**config.mk**
```make
export PLATFORM = sky130hd
export DESIGN_NAME = inverse_fixpoint_serializer
export DESIGN_NICKNAME = d
export VERILOG_FILES = /design/src/rtl/inverse_fixpoint_serializer.sv
export SDC_FILE = /design/constraint.sdc
export NUM_CORES = 1
export LEC_CHECK = 0
export ABC_AREA = 1
export BUFFER_PORTS_ARGS = -buffer_cell sky130_fd_sc_hd__buf_4
export CORE_MARGIN = 2
export CORE_UTILIZATION = 55
export CTS_BUF_LIST = sky130_fd_sc_hd__clkbuf_4 sky130_fd_sc_hd__clkbuf_8
export CTS_CLUSTER_DIAMETER = 80
export DETAILED_ROUTE_END_ITERATION = 6
export PLACE_DENSITY = 0.75
export SETUP_SLACK_MARGIN = 0.15
export SLEW_MARGIN = 25
export SYNTH_ARGS = -nofsm -noshare
export SYNTH_HDL_FRONTEND = slang
export SYNTH_SLANG_ARGS = --single-unit
```
**constraint.sdc**
```tcl
create_clock -name clk -period 2 [get_ports clk]
set_clock_uncertainty 0.05 [all_clocks]
set_input_delay 0.3 -clock clk [delete_from_list [all_inputs] [get_ports clk]]
set_output_delay 0.3 -clock clk [all_outputs]
set_load 0.005 [all_outputs]
```
**src/rtl/inverse_fixpoint_serializer.sv**
```systemverilog
// Walks an N*N matrix of numerator/denominator pairs and streams each as signed fixed point
// via a serial restoring divider. Optional INVSER_ROUND_NEAREST_EN adds round-half-away-from-zero.
module inverse_fixpoint_serializer #(
  parameter int N         = 5,
  parameter int WIDTH     = 32,
  parameter int FRAC_BITS = 16
) (
  input  logic             clk,
  input  logic             reset,
  input  logic             start,
  output logic [4:0]       elem_addr,
  input  logic [WIDTH-1:0] elem_num,
  input  logic [WIDTH-1:0] elem_den,
  output logic             out_valid,
  input  logic             out_ready,
  output logic [WIDTH-1:0] out_data,
  output logic [4:0]       out_addr,
  output logic             busy,
  output logic             done,
  output logic             dz_flag
);

`ifdef INVSER_ROUND_NEAREST_EN
  localparam int RND = 1;
`else
  localparam int RND = 0;
`endif
  localparam int NE   = N * N;
  localparam int DIVB = WIDTH + FRAC_BITS + RND;
  localparam int MW   = WIDTH + FRAC_BITS + 1;
  localparam int CW   = $clog2(DIVB + 1);

  typedef enum logic [2:0] {IDLE, FETCH, DIV, FIX, OUT, DONE} state_t;

  state_t            state_reg;
  logic [DIVB-1:0]   quo_reg;
  logic [WIDTH:0]    rem_reg;
  logic [WIDTH-1:0]  dsr_reg;
  logic [CW-1:0]     cnt_reg;
  logic              neg_reg;
  logic              dz_elem_reg;
  logic              num_neg_reg;
  logic              num_zero_reg;

  // Magnitudes are unsigned, so |-2^(WIDTH-1)| is representable without overflow.
  logic [WIDTH-1:0]  num_mag;
  logic [WIDTH-1:0]  den_mag;
  logic [WIDTH:0]    rem_shift;
  logic [WIDTH:0]    rem_sub;
  logic              q_bit;
  logic [MW-1:0]     mag;
  logic [MW-1:0]     min_mag;
  logic [WIDTH-1:0]  pos_max;
  logic [WIDTH-1:0]  neg_min;
  logic [WIDTH-1:0]  fix_result;

  always_comb begin
    num_mag   = elem_num[WIDTH-1] ? (~elem_num + 1'b1) : elem_num;
    den_mag   = elem_den[WIDTH-1] ? (~elem_den + 1'b1) : elem_den;
    rem_shift = {rem_reg[WIDTH-1:0], quo_reg[DIVB-1]};
    q_bit     = (rem_shift >= {1'b0, dsr_reg});
    rem_sub   = rem_shift - {1'b0, dsr_reg};
`ifdef INVSER_ROUND_NEAREST_EN
    mag = MW'(quo_reg[DIVB-1:1]) + MW'(quo_reg[0]);
`else
    mag = MW'(quo_reg);
`endif
    min_mag = MW'(1) << (WIDTH - 1);
    pos_max = {1'b0, {(WIDTH-1){1'b1}}};
    neg_min = {1'b1, {(WIDTH-1){1'b0}}};
    if (dz_elem_reg)
      fix_result = num_zero_reg ? '0 : (num_neg_reg ? neg_min : pos_max);
    else if (mag >= min_mag)
      fix_result = neg_reg ? neg_min : pos_max;
    else
      fix_result = neg_reg ? (~mag[WIDTH-1:0] + 1'b1) : mag[WIDTH-1:0];
  end

  always_ff @(posedge clk or negedge reset) begin
    if (!reset) begin
      state_reg    <= IDLE;
      elem_addr    <= '0;
      out_valid    <= 1'b0;
      out_data     <= '0;
      out_addr     <= '0;
      busy         <= 1'b0;
      done         <= 1'b0;
      dz_flag      <= 1'b0;
      quo_reg      <= '0;
      rem_reg      <= '0;
      dsr_reg      <= '0;
      cnt_reg      <= '0;
      neg_reg      <= 1'b0;
      dz_elem_reg  <= 1'b0;
      num_neg_reg  <= 1'b0;
      num_zero_reg <= 1'b0;
    end else begin
      case (state_reg)
        IDLE: begin
          if (start) begin
            dz_flag   <= 1'b0;
            elem_addr <= '0;
            busy      <= 1'b1;
            state_reg <= FETCH;
          end
        end
        FETCH: begin
          neg_reg      <= elem_num[WIDTH-1] ^ elem_den[WIDTH-1];
          num_neg_reg  <= elem_num[WIDTH-1];
          num_zero_reg <= (elem_num == '0);
          dz_elem_reg  <= (elem_den == '0);
          quo_reg      <= DIVB'(num_mag) << (FRAC_BITS + RND);
          rem_reg      <= '0;
          dsr_reg      <= den_mag;
          cnt_reg      <= CW'(DIVB - 1);
          if (elem_den == '0) begin
            dz_flag   <= 1'b1;
            state_reg <= FIX;
          end else begin
            state_reg <= DIV;
          end
        end
        DIV: begin
          // Quotient bits shift in from the LSB as dividend bits leave the MSB.
          rem_reg <= q_bit ? rem_sub : rem_shift;
          quo_reg <= {quo_reg[DIVB-2:0], q_bit};
          if (cnt_reg == '0)
            state_reg <= FIX;
          else
            cnt_reg <= cnt_reg - 1'b1;
        end
        FIX: begin
          out_data  <= fix_result;
          out_addr  <= elem_addr;
          out_valid <= 1'b1;
          state_reg <= OUT;
        end
        OUT: begin
          if (out_ready) begin
            out_valid <= 1'b0;
            if (elem_addr == 5'(NE - 1)) begin
              done      <= 1'b1;
              state_reg <= DONE;
            end else begin
              elem_addr <= elem_addr + 1'b1;
              state_reg <= FETCH;
            end
          end
        end
        DONE: begin
          done      <= 1'b0;
          busy      <= 1'b0;
          state_reg <= IDLE;
        end
        default: state_reg <= IDLE;
      endcase
    end
  end

endmodule
```
[Word-level counts from Yosys, hierarchy flattened]
Index checks and enable logic that the tools add are counted.
Word-level totals
  bits in registers: 171
  input port bits: 68
  output and inout port bits: 46
  word-level logic and storage cells: 91
Operators by class
  add/sub/neg operators: 6
  $lt $le $gt $ge: 2
  equal/unequal tests: 13
  mux-type cells: 33
  bitwise gates (word level): 4
  reduce and logical (&&, ||, !) cells: 17
Operator list (number)
  $mux 32: 9
  $add 32x1->32 const B: 3
  $not 32->32: 3
  $pmux 48 s2: 1
  $logic_not 32->1: 2
  $pmux 32 s2: 1
  $ge 48x32->1 const B: 1
  $ge 33x32->1: 1
  $sub 32x32->32: 1
  $mux 5: 3
  $pmux 3 s5: 1
  $ne 2x2->1 const B: 7
  $mux 3: 4
  $pmux 6 s2: 1
  $reduce_bool 2->1: 6
  $pmux 5 s2: 1
  $reduce_and 3->1: 3
  $pmux 1 s2: 4
  $mux 1: 7
  $eq 3x2->1 const B: 2
  $eq 3x3->1 const B: 2
  $logic_not 6->1: 1
  $mux 6: 1
  $reduce_and 2->1: 3
  other kinds (7): 7

[Longest topological paths before layout]
  depth after elaboration: 5
  gate-level depth with buffers: 17

[Worst setup path after synthesis]
Ideal clock, no wire load.
  path kind: register to register
  start: register rem_reg[7]
  end: register rem_reg[0]
  setup time: 0.122 ns
  data arrival time: 1.937 ns
  data required time: 1.828 ns
  setup slack: -0.109 ns
  stages on the path, launching flop included: 13
  path through: dfrtp_1 -> ha_1 -> nand2_2 -> inv_1 -> a21oi_1 -> nand3_2 -> nand2_1 -> nand2_1 -> nand2_2 -> clkbuf_1 -> nand3_1 -> nand3_1 -> o21ai_1
Between the ends
  cells in the longest elaborated chain, start to end: 3
Ends and longest elaborated chain
  start, declared: line 37  | logic [WIDTH:0] rem_reg;
  start signal, assigned: line 125  | rem_reg <= q_bit ? rem_sub : rem_shift;
  $ge 33x32->1: line 61  | q_bit = (rem_shift >= {1'b0, dsr_reg});
  $mux 32: line 125
  $pmux 32 s2: line 98  | case (state_reg)
Every way passes these cells.
A chain may end at the register's enable or synchronous reset.

[Worst setup path in the final report]
  start: register dsr_reg[18]
  end: register rem_reg[17]
Between the ends
  cells in the longest elaborated chain, start to end: 3
Ends and longest elaborated chain
  start, declared: line 38  | logic [WIDTH-1:0] dsr_reg;
  start signal, assigned: line 114  | dsr_reg <= den_mag;
  $ge 33x32->1: line 61
  $mux 32: line 125
  $pmux 32 s2: line 98
Every way passes these cells.

==> run_results.csv <==
group,metric,value,unit
logic_synthesis,ys_seq_area_share,34.7,%
critical_path,critPathLaunchType,"flop",
finish,final_core_util,79.2,%
logic_synthesis,synthMuxAreaShare,0,%
detailed_routing,route.detailed.drc,4,
timing,rsz0062_at_grt,"yes",
clock_tree,clockBufferDepth,2,
die,rows,54,
logic_synthesis,synth_top_family_by_area,"simple AND/OR/NAND/NOR gates",
logic_synthesis,synth_ff_type,"dfrtp_1",
die,core-area,21900,sq um
power,peakVddDrop,0.841,mV
logic_synthesis,synth_area_leader_cell,"dfrtp_1",
detailed_routing,ant_nets,0,
timing,worstMarginPinSlew,596,ps
global_route,grt-ovfl-total,0,
timing,setup_ws,-235,ps
clock_tree,cts-root-buf,"clkbuf_8",
timing,slew-limit-headroom,60.2,%
logic_synthesis,avgSynthCellArea,6.68,sq um
logic_synthesis,synth_fa_ha_area_share,4.12,%
timing,tns,-5690,ps
global_route,grt_use_total,33.5,%
placed_design,hpwl,29.6,mm
run_status,failed_checks,"design-rule violations, negative setup slack",
logic_synthesis,ys_ff_latch,171,
global_route,grt_pass1_vias,13160,
timing,maxSlewViolCount,0,
global_route,grt_max_degree,66,
logic_synthesis,synth_area_leaders,"dfrtp_1, nand2_1, inv_1",
critical_path,arrival,2610,ps
detailed_routing,num_vias,14227,
die,die_x,154,um
detailed_routing,post_drt_wl_per_cell,17.6,um
finish,syn2layout_area_growth,40.6,%
logic_synthesis,ys_types,50,
finish,layout_commonest_cell,"nand2_1",
critical_path,cp.required,2370,ps
die,io_pins,114,
placed_design,gp_congestion,0.990,
clock_tree,clk_pin_slew,120,ps
global_route,antenna_found_initial,0,
finish,n_antenna_cell,0,
detailed_routing,viasPerCell,5.75,
logic_synthesis,synth_cells,1846,
run,cap_violations,0,
logic_synthesis,synth-simple-area-share,34.2,%
logic_synthesis,synth_warnings,0,
logic_synthesis,synth-xor-area-share,4.76,%
finish,layout-drive-gt1-share,30.8,%
global_route,grt_pass1_wl,64.3,mm
timing,final-hold-violation-count,0,
logic_synthesis,yosys.area.top_type_share,34.7,%
finish,largest_register_ffs,48,
logic_synthesis,synth_edf_count,0,
clock_tree,clkLatencyLatePin,490,ps
critical_path,critPathCaptureType,"flop",
timing,timing.final.crit_share,112,%
hold_path,hold_path.class,"in2reg",
power,power_density,1280,nW/um^2
logic_synthesis,synthArstFlopShare,100,%
timing,fmax,447,MHz
timing,setup_viol,33,
die,start_util,56.3,%
logic_synthesis,synth_nets,1954,
finish,nets,2288,
critical_path,crit_fanout,6,
logic_synthesis,syn-cell-area,12300,sq um
detailed_routing,drt_iter0_markers,1429,
timing,post-route-min-period,2240,ps
placed_design,numPortBuffers,113,
critical_path,criticalPathCategory,"reg2reg",
run_status,run_status,"complete, but fails checks",
finish,fill_cells,1550,
clock_tree,cts_tree,"done",
logic_synthesis,synth_compound_area_share,12.5,%
detailed_routing,drt-pass1-iter-count,7,
placed_design,dp_worst_setup_slack,-273,ps
finish,layout_common_cells,"nand2_1, buf_4, inv_1",
die,die_area,23600,sq um
clock_tree,cts.sinks,171,
clock_tree,cts_made_buffers,17,
power,p_leak,8.95,nW
detailed_routing,drt_wl_total,43.5,mm
clock_tree,htree_levels,4,
die,chipHeight,154,um
-- stage by stage --
| step | hold slack (ps) | cell area [sq um] | power [mW] | cells |
|---|---|---|---|---|
| floorplan | -45.6 | 12700 | 12.1 | 1846 |
| global placement | 202 | 15300 | 16.2 | 2376 |
| detailed placement | 205 | 15300 | 16.5 | 2376 |
| CTS | 36.6 | 16300 | 20.3 | 2436 |
| global route | 60.4 | 17300 | 23.6 | 2473 |
| finish | 51.4 | 17300 | 22.2 | 2473 |
-- critical path, cell delays in order, from the launching register on --
cell and delay [ps]:
dfrtp_1 410, inv_2 70, ha_4 270, nand2_2 90, nand2_2 80, nand2_1 70, nand2_1 60, nand2_1 70
nand2_1 70, nand2_1 90, nand2_2 70, nor2_4 180, nand2_8 120, buf_12 150, buf_16 140, nand2_4 60
nand3_2 50, nand2_1 100
-- cell usage after synthesis (27+ instances only) --
cell type	number
nand2_1	530
dfrtp_1	171
inv_1	242
xnor2_1	27
nand3_1	153
clkbuf_1	46
nand4_1	29
o21ai_0	95
nor2_1	211
ha_1	39
xor2_1	40
a21oi_1	74
-- report_power, final --
part           switching (mW)  internal (mW)
registers               0.752           4.25
logic                    7.91           6.68
clock network            1.63          0.973
total                    10.3           11.9
-- logic make-up (layout without fill, tap and decap cells) --
| kind of cell | Yosys count | after routing |
|---|---|---|
| AOI/OAI and AO/OA | 266 | 266 |
| xor gates and xnor gates | 67 | 67 |
| adders and majority gates | 40 | 40 |
| buffers and inverters | 308 | 655 |
| DFF | 171 | 171 |
| and+or+nand+nor | 994 | 994 |
-- timing repair --
item                                   in CTS  in global routing
setup buffers                              24                 33
setup endpoints to repair                  46                 73
hold buffers                                2                  0
gates cloned                                2                  4
pin swaps                                  35                 70
resized for setup                         113                188
endpoints found under the hold margin      37                  0
-- routing by layer --
| layer | GRT usage [%] | part of all wire, % | vias up |
|---|---|---|---|
| met2 | 52.9 | 46 | 871 |
| met4 | 11.1 | 3.5 | 0 |
| met3 | 6.06 | 10 | 141 |
| met1 | 46.7 | 40 | 6581 |
| met5 | 0 | 0 | - |
| li1 | - | - | 6634 |
-- layout make-up --
| class | count | area, sq um | share of cell area, % |
|---|---|---|---|
| clock buffers | 17 | 234 | 1.35 |
| clock inverters | 15 | 191 | 1.10 |
| inverters | 246 | 935 | 5.39 |
| multi-input cells | 1367 | 8180 | 47.2 |
| flip-flops and latches | 171 | 4280 | 24.7 |
| well taps | 280 | 350 | 2.02 |
| repair buffers | 377 | 3160 | 18.2 |
-- final timing paths --
check | startpoint | end | slack, ps | depth (start not counted)
worst max-delay path | dsr_reg[18] | rem_reg[17] | -240 | 17
worst min-delay path | elem_den[27] | dsr_reg[27] | 50 | 4
worst max register to register | dsr_reg[18] | rem_reg[17] | -240 | 17
worst min register to register | dsr_reg[28] | dsr_reg[28] | 450 | 2
max in group asynchronous | reset | quo_reg[32] | 990 | 3
min in group asynchronous | reset | dsr_reg[22] | 240 | 2
(Power assumes the default switching activity.)
